File: src/rtl/stopwatch_bcd.sv
// -----------------------------------------------------------------------------
// stopwatch_bcd
//
// Tenths-of-a-second stopwatch core producing MM:SS.t as packed BCD.
// All state runs on clk. The 100 ms square wave from the board divider is
// sampled as data and rising-edge detected. It is never used as a clock.
//
// Ports:
//   clk         main board clock
//   rst_n       asynchronous active-low reset
//   tick_in     100 ms square wave, synchronous to clk; rising edge = 0.1 s
//   start_stop  1-cycle pulse, toggles running
//   clear       1-cycle pulse, zeroes time, overflow and lap hold
//   lap         1-cycle pulse, toggles display freeze
//   time_bcd    live count {min_tens, min_ones, sec_tens, sec_ones, tenths}
//   disp_bcd    lap snapshot while lap_active, else the live count
//   running     1 = counting
//   lap_active  1 = disp_bcd frozen
//   overflow    sticky, set when the count wraps past MAX_MIN:59.9
//
// Every output is a flop, so there is no combinational path from an input
// to an output.
// -----------------------------------------------------------------------------

// One BCD digit of the increment chain. The digit rolls to 0 at LIMIT and
// emits a carry. A value above LIMIT also rolls to 0, so an illegal code can
// never persist.
module stopwatch_bcd_digit #(
    parameter logic [3:0] LIMIT = 4'd9
) (
    input  logic [3:0] cur,
    input  logic       cin,
    output logic [3:0] nxt,
    output logic       cout
);
    logic at_lim;

    always_comb begin
        at_lim = (cur >= LIMIT);
        cout   = cin & at_lim;
        if (!cin)
            nxt = cur;
        else if (at_lim)
            nxt = 4'd0;
        else
            nxt = cur + 4'd1;
    end
endmodule

module stopwatch_bcd #(
    parameter int MAX_MIN = 59
) (
    input  logic        clk,
    input  logic        rst_n,
    input  logic        tick_in,
    input  logic        start_stop,
    input  logic        clear,
    input  logic        lap,
    output logic [19:0] time_bcd,
    output logic [19:0] disp_bcd,
    output logic        running,
    output logic        lap_active,
    output logic        overflow
);
    localparam int NUM_DIG = 5;

    // Terminal count MAX_MIN:59.9. Digit 4 is min_tens, digit 0 is tenths.
    localparam logic [19:0] MAX_BCD = {4'(MAX_MIN / 10), 4'(MAX_MIN % 10),
                                       4'd5, 4'd9, 4'd9};

    logic [NUM_DIG-1:0][3:0] time_q, time_nxt, inc_val;
    logic [NUM_DIG-1:0][3:0] snap_q, snap_nxt, disp_nxt;
    logic [NUM_DIG:0]        carry;

    logic tick_prev;
    logic running_q, lap_q, ovf_q;
    logic tick_evt, do_inc, at_max;
    logic running_nxt, lap_nxt, ovf_nxt;

    // Ripple increment chain. Tenths always sees a carry-in; the result is
    // used only when a counted tick arrives.
    assign carry[0] = 1'b1;

    genvar i;
    generate
        for (i = 0; i < NUM_DIG; i++) begin : g_dig
            localparam logic [3:0] LIM = (i == 2) ? 4'd5 : 4'd9;
            stopwatch_bcd_digit #(.LIMIT(LIM)) u_dig (
                .cur  (time_q[i]),
                .cin  (carry[i]),
                .nxt  (inc_val[i]),
                .cout (carry[i+1])
            );
        end
    endgenerate

    always_comb begin
        tick_evt = tick_in & ~tick_prev;
        // running_q is the value before this cycle's start_stop, so a tick
        // that coincides with stop still counts and one with start does not.
        do_inc   = tick_evt & running_q;
        // carry out of min_tens only happens at 99:59.9, which is also the
        // terminal count when MAX_MIN = 99.
        at_max   = (time_q == MAX_BCD) | carry[NUM_DIG];

        time_nxt = time_q;
        ovf_nxt  = ovf_q;
        if (do_inc) begin
            if (at_max) begin
                time_nxt = '0;
                ovf_nxt  = 1'b1;
            end else begin
                time_nxt = inc_val;
            end
        end

        running_nxt = start_stop ? ~running_q : running_q;

        lap_nxt  = lap_q;
        snap_nxt = snap_q;
        if (clear) begin
            // clear overrides a same-cycle tick, wrap and lap pulse
            time_nxt = '0;
            ovf_nxt  = 1'b0;
            lap_nxt  = 1'b0;
            snap_nxt = '0;
        end else if (lap) begin
            if (!lap_q) begin
                // freeze the value this cycle's update produces
                snap_nxt = time_nxt;
                lap_nxt  = 1'b1;
            end else begin
                lap_nxt  = 1'b0;
            end
        end

        disp_nxt = lap_nxt ? snap_nxt : time_nxt;
    end

    always_ff @(posedge clk or negedge rst_n) begin
        if (!rst_n) begin
            // tick_prev resets high so a tick_in already high at release is
            // not taken as an edge
            tick_prev <= 1'b1;
            time_q    <= '0;
            snap_q    <= '0;
            disp_bcd  <= '0;
            running_q <= 1'b0;
            lap_q     <= 1'b0;
            ovf_q     <= 1'b0;
        end else begin
            tick_prev <= tick_in;
            time_q    <= time_nxt;
            snap_q    <= snap_nxt;
            disp_bcd  <= disp_nxt;
            running_q <= running_nxt;
            lap_q     <= lap_nxt;
            ovf_q     <= ovf_nxt;
        end
    end

    assign time_bcd   = time_q;
    assign running    = running_q;
    assign lap_active = lap_q;
    assign overflow   = ovf_q;
endmodule
File: config.mk
export PLATFORM = sky130hd
export DESIGN_NAME = stopwatch_bcd
export DESIGN_NICKNAME = d
export VERILOG_FILES = /design/src/rtl/stopwatch_bcd.sv
export SDC_FILE = /design/constraint.sdc
export NUM_CORES = 1
export LEC_CHECK = 0
export CORE_UTILIZATION = 45
export DETAILED_ROUTE_END_ITERATION = 12
export GPL_TIMING_DRIVEN = 0
export PLACE_DENSITY = 0.69
export SLEW_MARGIN = 20
export SYNTH_ARGS = -nofsm -noshare
export SYNTH_HDL_FRONTEND = slang
export SYNTH_SLANG_ARGS = --single-unit
File: constraint.sdc
create_clock -name clk -period 2.5 [get_ports clk]
set_input_delay 0.5 -clock clk [delete_from_list [all_inputs] [get_ports clk]]
set_output_delay 0.5 -clock clk [all_outputs]
set_load 0.01 [all_outputs]
Word-level counts from Yosys, hierarchy flattened

Index checks and enable logic that the tools add are counted.

RAM bits: 0
Register bits: 64
Output and inout port bits: 43
Bits of input ports: 6
Memories kept: 0
Logic and storage cells: 60
Memory bits (read-only): 0
Bits in latches: 0

Shifts and indexed selects: 0
Bitwise operators: 9
Add/subtract/negate cells: 5
Mux-type cells: 22
Eq/ne operators: 1
Magnitude comparators: 5
Reductions and logical operators: 3
Multipliers: 0
Divide/modulo/power cells: 0

Operator list:

| kind                 | number |
|---|---|
| $mux 20              | 7 |
| $mux 4               | 9 |
| $add 4x1->4 const B  | 5 |
| $eq 20x19->1 const B | 1 |
| $ge 4x4->1 const B   | 4 |
| $and 1x1->1          | 6 |
| $mux 1               | 6 |
| $ge 4x3->1 const B   | 1 |
| $reduce_bool 2->1    | 2 |
| $not 1->1            | 2 |
| $reduce_and 2->1     | 1 |
| $or 1x1->1           | 1 |

Depth between registers and ports, before layout

Gate-level depths: netlist of the first run.

Word-level depth: 12
Depth in mapped cells: 9
Mapped depth without buffers: 7

By module

A second synthesis of the first run with hierarchy kept.

Cell total of the unflattened synthesis: 359
Area, all modules: 3423.3 sq um

Modules (own cells, without submodules):

| module                                   | seq. area each (sq um) | area each (sq um) | times used | cells each |
|---|---|---|---|---|
| stopwatch_bcd                            | 1602.8                 | 2691.3            | 1          | 245 |
| stopwatch_bcd_digit (g_dig[0].u_dig ...) | 0.0                    | 145.1             | 4          | 23 |
| stopwatch_bcd_digit (g_dig[2].u_dig)     | 0.0                    | 151.4             | 1          | 22 |

Worst setup path before layout of the first run

No wires, ideal clock.

Kind: register to register
Start point: register time_q, in the netlist time_bcd[1]
End point: register disp_bcd[5]
Stages on the path, launching flop included: 10
Setup time: 0.138 ns
Arrival time: 1.944 ns
Period minus slack after synthesis: 2.082 ns
Setup slack: 0.418 ns
Required time: 2.362 ns
Buffers on the path: 2
Cells stage by stage: dfrtp_1 > inv_1 > ha_1 > or3b_1 > buf_2 > and3_2 > buf_6 > and3_1 > a21oi_1 > a211oi_1

RTL lines:

| item                   | line | text |
|---|---|---|
| start, declared        | 71   | `logic [NUM_DIG-1:0][3:0] time_q, time_nxt, inc_val;` |
| start signal, assigned | 153  | `time_q <= time_nxt;` |
| end signal, assigned   | 155  | `disp_bcd <= disp_nxt;` |
| end, declared          | 60   | `output logic [19:0] disp_bcd,` |

==> results of run 1 <==
## routing by layer
layer  part of all wire, %  track usage (%)  vias up
met4                   1.6            9.707        0
met3                   4.7            3.835       13
li1                      -                -     1155
met2                    48            33.01       76
met1                    46            31.40     1189
met5                     0                0        -
## repair_timing
item,in CTS,in global routing
gates resized for setup,0,4
setup buffers,0,0
endpoints found under the setup margin,0,7
hold buffers,0,0
## cells in the mapped netlist, types with 3 or more instances
master,instances
a211oi_1,22
and3_1,3
nand3b_1,3
nor2_1,37
ha_1,15
o32ai_1,6
buf_6,3
o21ai_0,6
a41oi_1,4
clkbuf_1,10
a21oi_1,16
nand2b_1,12
o22ai_1,6
nand4b_1,3
nand2_1,15
nor2b_1,3
inv_1,12
dfrtp_1,63
nor4_1,3
nor3_1,8
## cells by family (layout without fill, tap and decap cells)
group | after synthesis | after routing | share of synthesized area (%)
fa+ha+maj | 15 | 15 | 6.153
mux | 3 | 3 | 1.025
xor+xnor | 4 | 4 | 1.149
compound gates | 71 | 71 | 16.28
flops | 64 | 64 | 52.54
buf+inv | 29 | 93 | 4.471
simple gates | 103 | 103 | 18.38
## final cells by class
class                           instances  area [µm²]
Fill cell                             569        2595
Clock inverter                          2       38.79
Sequential cell                        64        1603
Timing Repair Buffer                   49       498.0
Clock buffer                           13       158.9
Multi-Input combinational cell        196        1333
Inverter                               12       45.04
Tap cell                               77       96.34
Buffer                                 17       91.34
## through the flow
stage / util (%) / setup slack [ps] / setup TNS (ps)
3_3_place_gp: 56.16 / -1166 / -73960
6_report: 59.82 / 109.5 / 0
4_1_cts: 59.49 / 104.5 / 0
2_1_floorplan: - / 417.7 / 0
3_5_place_dp: 56.43 / -126.5 / -908.4
5_1_grt: 59.82 / -19.63 / -19.63
## power groups by stage
stage               clock network, mW  registers (mW)  logic, mW
floorplan                           0            1.12      0.108
global placement                    0            1.11      0.218
detailed placement                  0            1.11      0.223
CTS                             0.904            1.09      0.225
global route                    0.959            1.10      0.245
finish                          0.894            1.09      0.224
## path summary, 6_finish.rpt
| check | to | cells past startpoint |
|---|---|---|
| setup / recovery | snap_q[19] | 7 |
| hold / removal | disp_bcd[16] | 1 |
| setup reg to reg | snap_q[19] | 7 |
| hold reg to reg | running | 1 |
| max in group asynchronous | disp_bcd[9] | 2 |
| min in group clk | running | 1 |
## registers in the layout (all words and copies together), names as in the netlist
name        count
disp_bcd       20
lap_active      1
overflow        1
running         1
snap_q         20
tick_prev       1
time_bcd       20
==> impl_metrics.toml, run 1 <==
[placement]
place.gp.congestion = 0.8099
dpl_cell_area_um2 = 3645
dp_cells = 415
port_buffers = 48
hpwl_um = 5117

[yosys]
synthCells = 289
synth_seq_area_share_pct = 52.54
ys.flop_type = "dfrtp_1"
synth_cell_types = 50
netlist.area_leader.share_pct = 51.68
syn_area_per_cell_um2 = 10.56
synth-seq-cells = 64
synth_top_area_cell = "dfrtp_1"
ys_top_cells_by_area = "dfrtp_1, ha_1, a211oi_1"
syn-num-nets = 310
synth-edff-count = 0
async_flop_share_pct = 100.0
yosysWarnings = 0
synth_area_um2 = 3050

[timing]
hold_ws_ps = 68.67
fmax_mhz = 418.3
hold_viol = 0
layout_min_cycle_time_ps = 2390
clock_skew_ps = 11.45
drv_slew = 0
fin_crit_sh_pct = 95.62
final-setup-viol-count = 0
slew_headroom_pct = 59.76
tightest_slew_ps = 598.1

[drt]
num_vias = 2433
drt_iter0_markers = 146
route.detailed.drc = 4
first_pass_iters = 10
wl_per_cell_um = 17.06
vias_per_cell = 5.658
routed_wirelength_um = 7336
drtAntennaViolNets = 0

[global_route]
antenna_found_initial = 0
grt_max_degree = 40
grt-ovfl-total = 0
grt_usage_pct = 21.95
grt_pass1_vias = 2414
grt_pass1_wl_um = 12050

[cells_and_area]
stdcell_area_um2 = 3864
instances_no_fill = 430
area_growth_pct = 26.66
layout_commonest_cell = "dfrtp_1"
diodes = 0
final_cell_mix = "dfrtp_1, clkdlybuf4s50_1, nor2_1"
drive_gt1_share_pct = 9.915
final_nets = 370

[floorplan]
initial_core_util_pct = 47.23
die_w_um = 84.34
core_um2 = 6459
ios = 49
row_count = 29
die-area_um2 = 7112
fp.dieH_um = 84.34

[worst_setup_path]
crit_type = "reg2reg"
cpPeakStageDelay_ps = 550
rr_startpoint = "time_bcd[4]"
startpoint = "time_bcd[4]"
cp_num_buf_inv = 1
cp-start-kind = "flip-flop"
critical_path_required_ps = 2730
crit_family = "simple AND/OR/NAND/NOR gates"
rrSetupSlack_ps = 110
cp_max_fo = 7
crit_path_end_kind = "flip-flop"
arrival_ps = 2620
cp_cell_sequence = "inv_1 > ha_1 > or3b_1 > nand2_1 > nor4_4 > a41oi_1 > o32ai_1"
slowest_stage = "nor4_4"

[clock_network]
cts_buffer_depth = 2
h-tree-depth = 3
clk-insertion-delay-late_ps = 330
cts_tree = "yes"
cts_buffers = 9
clk_pin_slew_worst_paths_ps = 70
root_buffer = "clkbuf_8"
clock_sinks = 64

[power_and_ir_drop]
ir_drop_mv = 0.2690
switchingPower_mw = 0.5375
leakage_nw = 1.691
fin_total_pwr_mw = 2.210
p_sw_share_pct = 24.32
p_int_mw = 1.673
p_comb_share_pct = 10.1
p_clk_share_pct = 40.4
p_seq_share_pct = 49.4
power_density_nw_per_um2 = 572.1

[status]
status = "finished with violations"
violations = "design-rule violations"

[job]
maxCapViolCount = 0

[hold_path]
holdCritPathClass = "in2async"
Power figures use the tool's default switching activity.
==> inputs of run 2 (changes only) <==
--- a/config.mk
+++ b/config.mk
@@ -5,10 +5,11 @@
 export SDC_FILE = /design/constraint.sdc
 export NUM_CORES = 1
 export LEC_CHECK = 0
+export CORE_ASPECT_RATIO = 2
 export CORE_UTILIZATION = 45
 export DETAILED_ROUTE_END_ITERATION = 12
 export GPL_TIMING_DRIVEN = 0
-export PLACE_DENSITY = 0.69
+export PLACE_DENSITY_LB_ADDON = 0.08
 export SLEW_MARGIN = 20
 export SYNTH_ARGS = -nofsm -noshare
 export SYNTH_HDL_FRONTEND = slang
==> run 2 against run 1 <==
  * The flow now finishes without violations
  * Count of clock-buffer cells in the layout stayed put
  * Critical path depth is 1 higher
  * Register-to-register slack worse by 30 ps
  * Non-clock buffer count stayed put
  * Combinational power is 2% higher
  * Global-route usage is 2.7 points higher
  * Final cell count is 2.8% higher
==> impl_metrics.toml, run 2 (synthesis results as in run 1) <==
[power_and_ir_drop]
p_clk_share_pct = 48.6
ir_drop_mv = 0.5288
power_density_nw_per_um2 = 646.5
p_comb_share_pct = 8.9
leakage_nw = 1.742
switchingPower_mw = 0.5873
p_seq_share_pct = 42.6
p_sw_share_pct = 22.83
p_int_mw = 1.986

[floorplan]
row_count = 42
core_um2 = 6569
die_w_um = 60.22
die-area_um2 = 7132
ios = 49
fp.dieH_um = 118.4
initial_core_util_pct = 46.44

[worst_setup_path]
cp_max_fo = 9
cp-start-kind = "flip-flop"
cp_cell_sequence = "inv_1 > ha_1 > or3b_1 > buf_2 > nand3_4 > o41a_1 > a41oi_1 > a211oi_1"
critical_path_required_ps = 2680
arrival_ps = 2600
crit_path_end_kind = "flip-flop"
slowest_stage = "dfrtp_1"
cp_num_buf_inv = 2
crit_family = "compound AO/OA/AOI/OAI gates"
crit_type = "reg2reg"
cpPeakStageDelay_ps = 480
cp.depth = 8
rr_worst_depth = 8

[cells_and_area]
multiInputGateArea_um2 = 1325
layout_commonest_cell = "dfrtp_1"
final_cell_mix = "dfrtp_1, clkdlybuf4s50_1, nor2_1"
nFillCells = 567
stdcell_area_um2 = 3980
diodes = 0
drive_gt1_share_pct = 9.887
seq_area_um2 = 1603
final_nets = 370
area_growth_pct = 30.48

[timing]
fin_crit_sh_pct = 96.77
fmax_mhz = 413.3
layout_min_cycle_time_ps = 2419
tns_ps = 0
worst_slack_ps = 80.71
slew_headroom_pct = 61.15
tightest_slew_ps = 582.8
grt_setup_unrepaired = "false"
drv_slew = 0
final-setup-viol-count = 0
hold_viol = 0
clock_skew_ps = 5.268

[placement]
port_buffers = 48
dp_slack_ps = -189.9
hpwl_um = 5806
place.gp.congestion = 0.8890
dpl_cell_area_um2 = 3666

[clock_network]
clk-insertion-delay-late_ps = 340
clk_pin_slew_worst_paths_ps = 50
root_buffer = "clkbuf_16"
cts_hold_buffers = 0
cts_tree = "yes"
cts_buffers = 9
cts_post_setup_buffers_inserted = 0
clock_sinks = 64
h-tree-depth = 3
cts_resized = 0
cts_buffer_depth = 2

[drt]
drtAntennaViolNets = 0
vias_per_cell = 5.647
route.detailed.drc = 0
wl_per_cell_um = 18.07
routed_wirelength_um = 7988
first_pass_iters = 4
drt_iter0_markers = 128
num_vias = 2496

[hold_path]
holdCritPathClass = "in2async"

[global_route]
grt_max_degree = 51
grt_pass1_vias = 2599
grt-ovfl-total = 0
grt_usage_pct = 24.69
antenna_found_initial = 0
grt_pass1_wl_um = 12610

[status]
status = "complete, no violations"

[job]
maxCapViolCount = 0
[run 2: changes by cell type in the layout (fill, tap and decap cells not counted)]
cell,before,now
buf_12,1,0
buf_16,0,1
clkbuf_16,0,9
clkbuf_8,11,2
clkinv_2,0,2
clkinv_4,1,0
o32ai_1,5,6
o32ai_2,1,0
[run 2: per-stage QoR]
stage	hold WS, ps	std cells	total power [mW]	util [%]
after floorplan	204.4	289	1.226	-
after global placement	494.6	425	1.335	55.43
after detailed placement	375.7	426	1.342	55.81
after CTS	25.25	442	2.597	60.38
after global routing	37.13	442	2.665	60.59
final	20.60	442	2.573	60.59
[run 2: cell type report]
| cell class | count | share of cell area [%] |
|---|---|---|
| flip-flops and latches | 64 | 40.27 |
| multi-input cells | 196 | 33.29 |
| repair buffers | 49 | 12.70 |
| clock buffers | 13 | 6.539 |
| well taps | 88 | 2.766 |
| plain buffers | 17 | 2.295 |
| inverters | 12 | 1.132 |
| clock inverters | 3 | 1.006 |
[run 2: worst paths after layout]
kind,endpoint,slack [ps],startpoint
setup / recovery,snap_q[14],80,time_bcd[0]
hold reg to reg,overflow,510,overflow
hold / removal,time_bcd[13],20,rst_n
setup reg to reg,snap_q[14],80,time_bcd[0]
max in group asynchronous,tick_prev,1910,rst_n
min in group clk,overflow,510,overflow
[run 2: metal layers]
metal | up-vias | wire [µm] | track usage (%)
met5 | - | 0 | 0
met4 | 0 | 449 | 17.73
met3 | 28 | 273 | 5.033
met2 | 74 | 4263 | 41.07
met1 | 1236 | 3002 | 26.03
li1 | 1158 | - | -
[run 2: power by group through the flow]
stage | Sequential [mW] | Combinational (mW) | Clock, mW
after floorplan | 1.12 | 0.108 | 0
after global placement | 1.11 | 0.224 | 0
after detailed placement | 1.11 | 0.229 | 0
after CTS | 1.10 | 0.230 | 1.27
after global routing | 1.10 | 0.250 | 1.31
final | 1.10 | 0.228 | 1.25
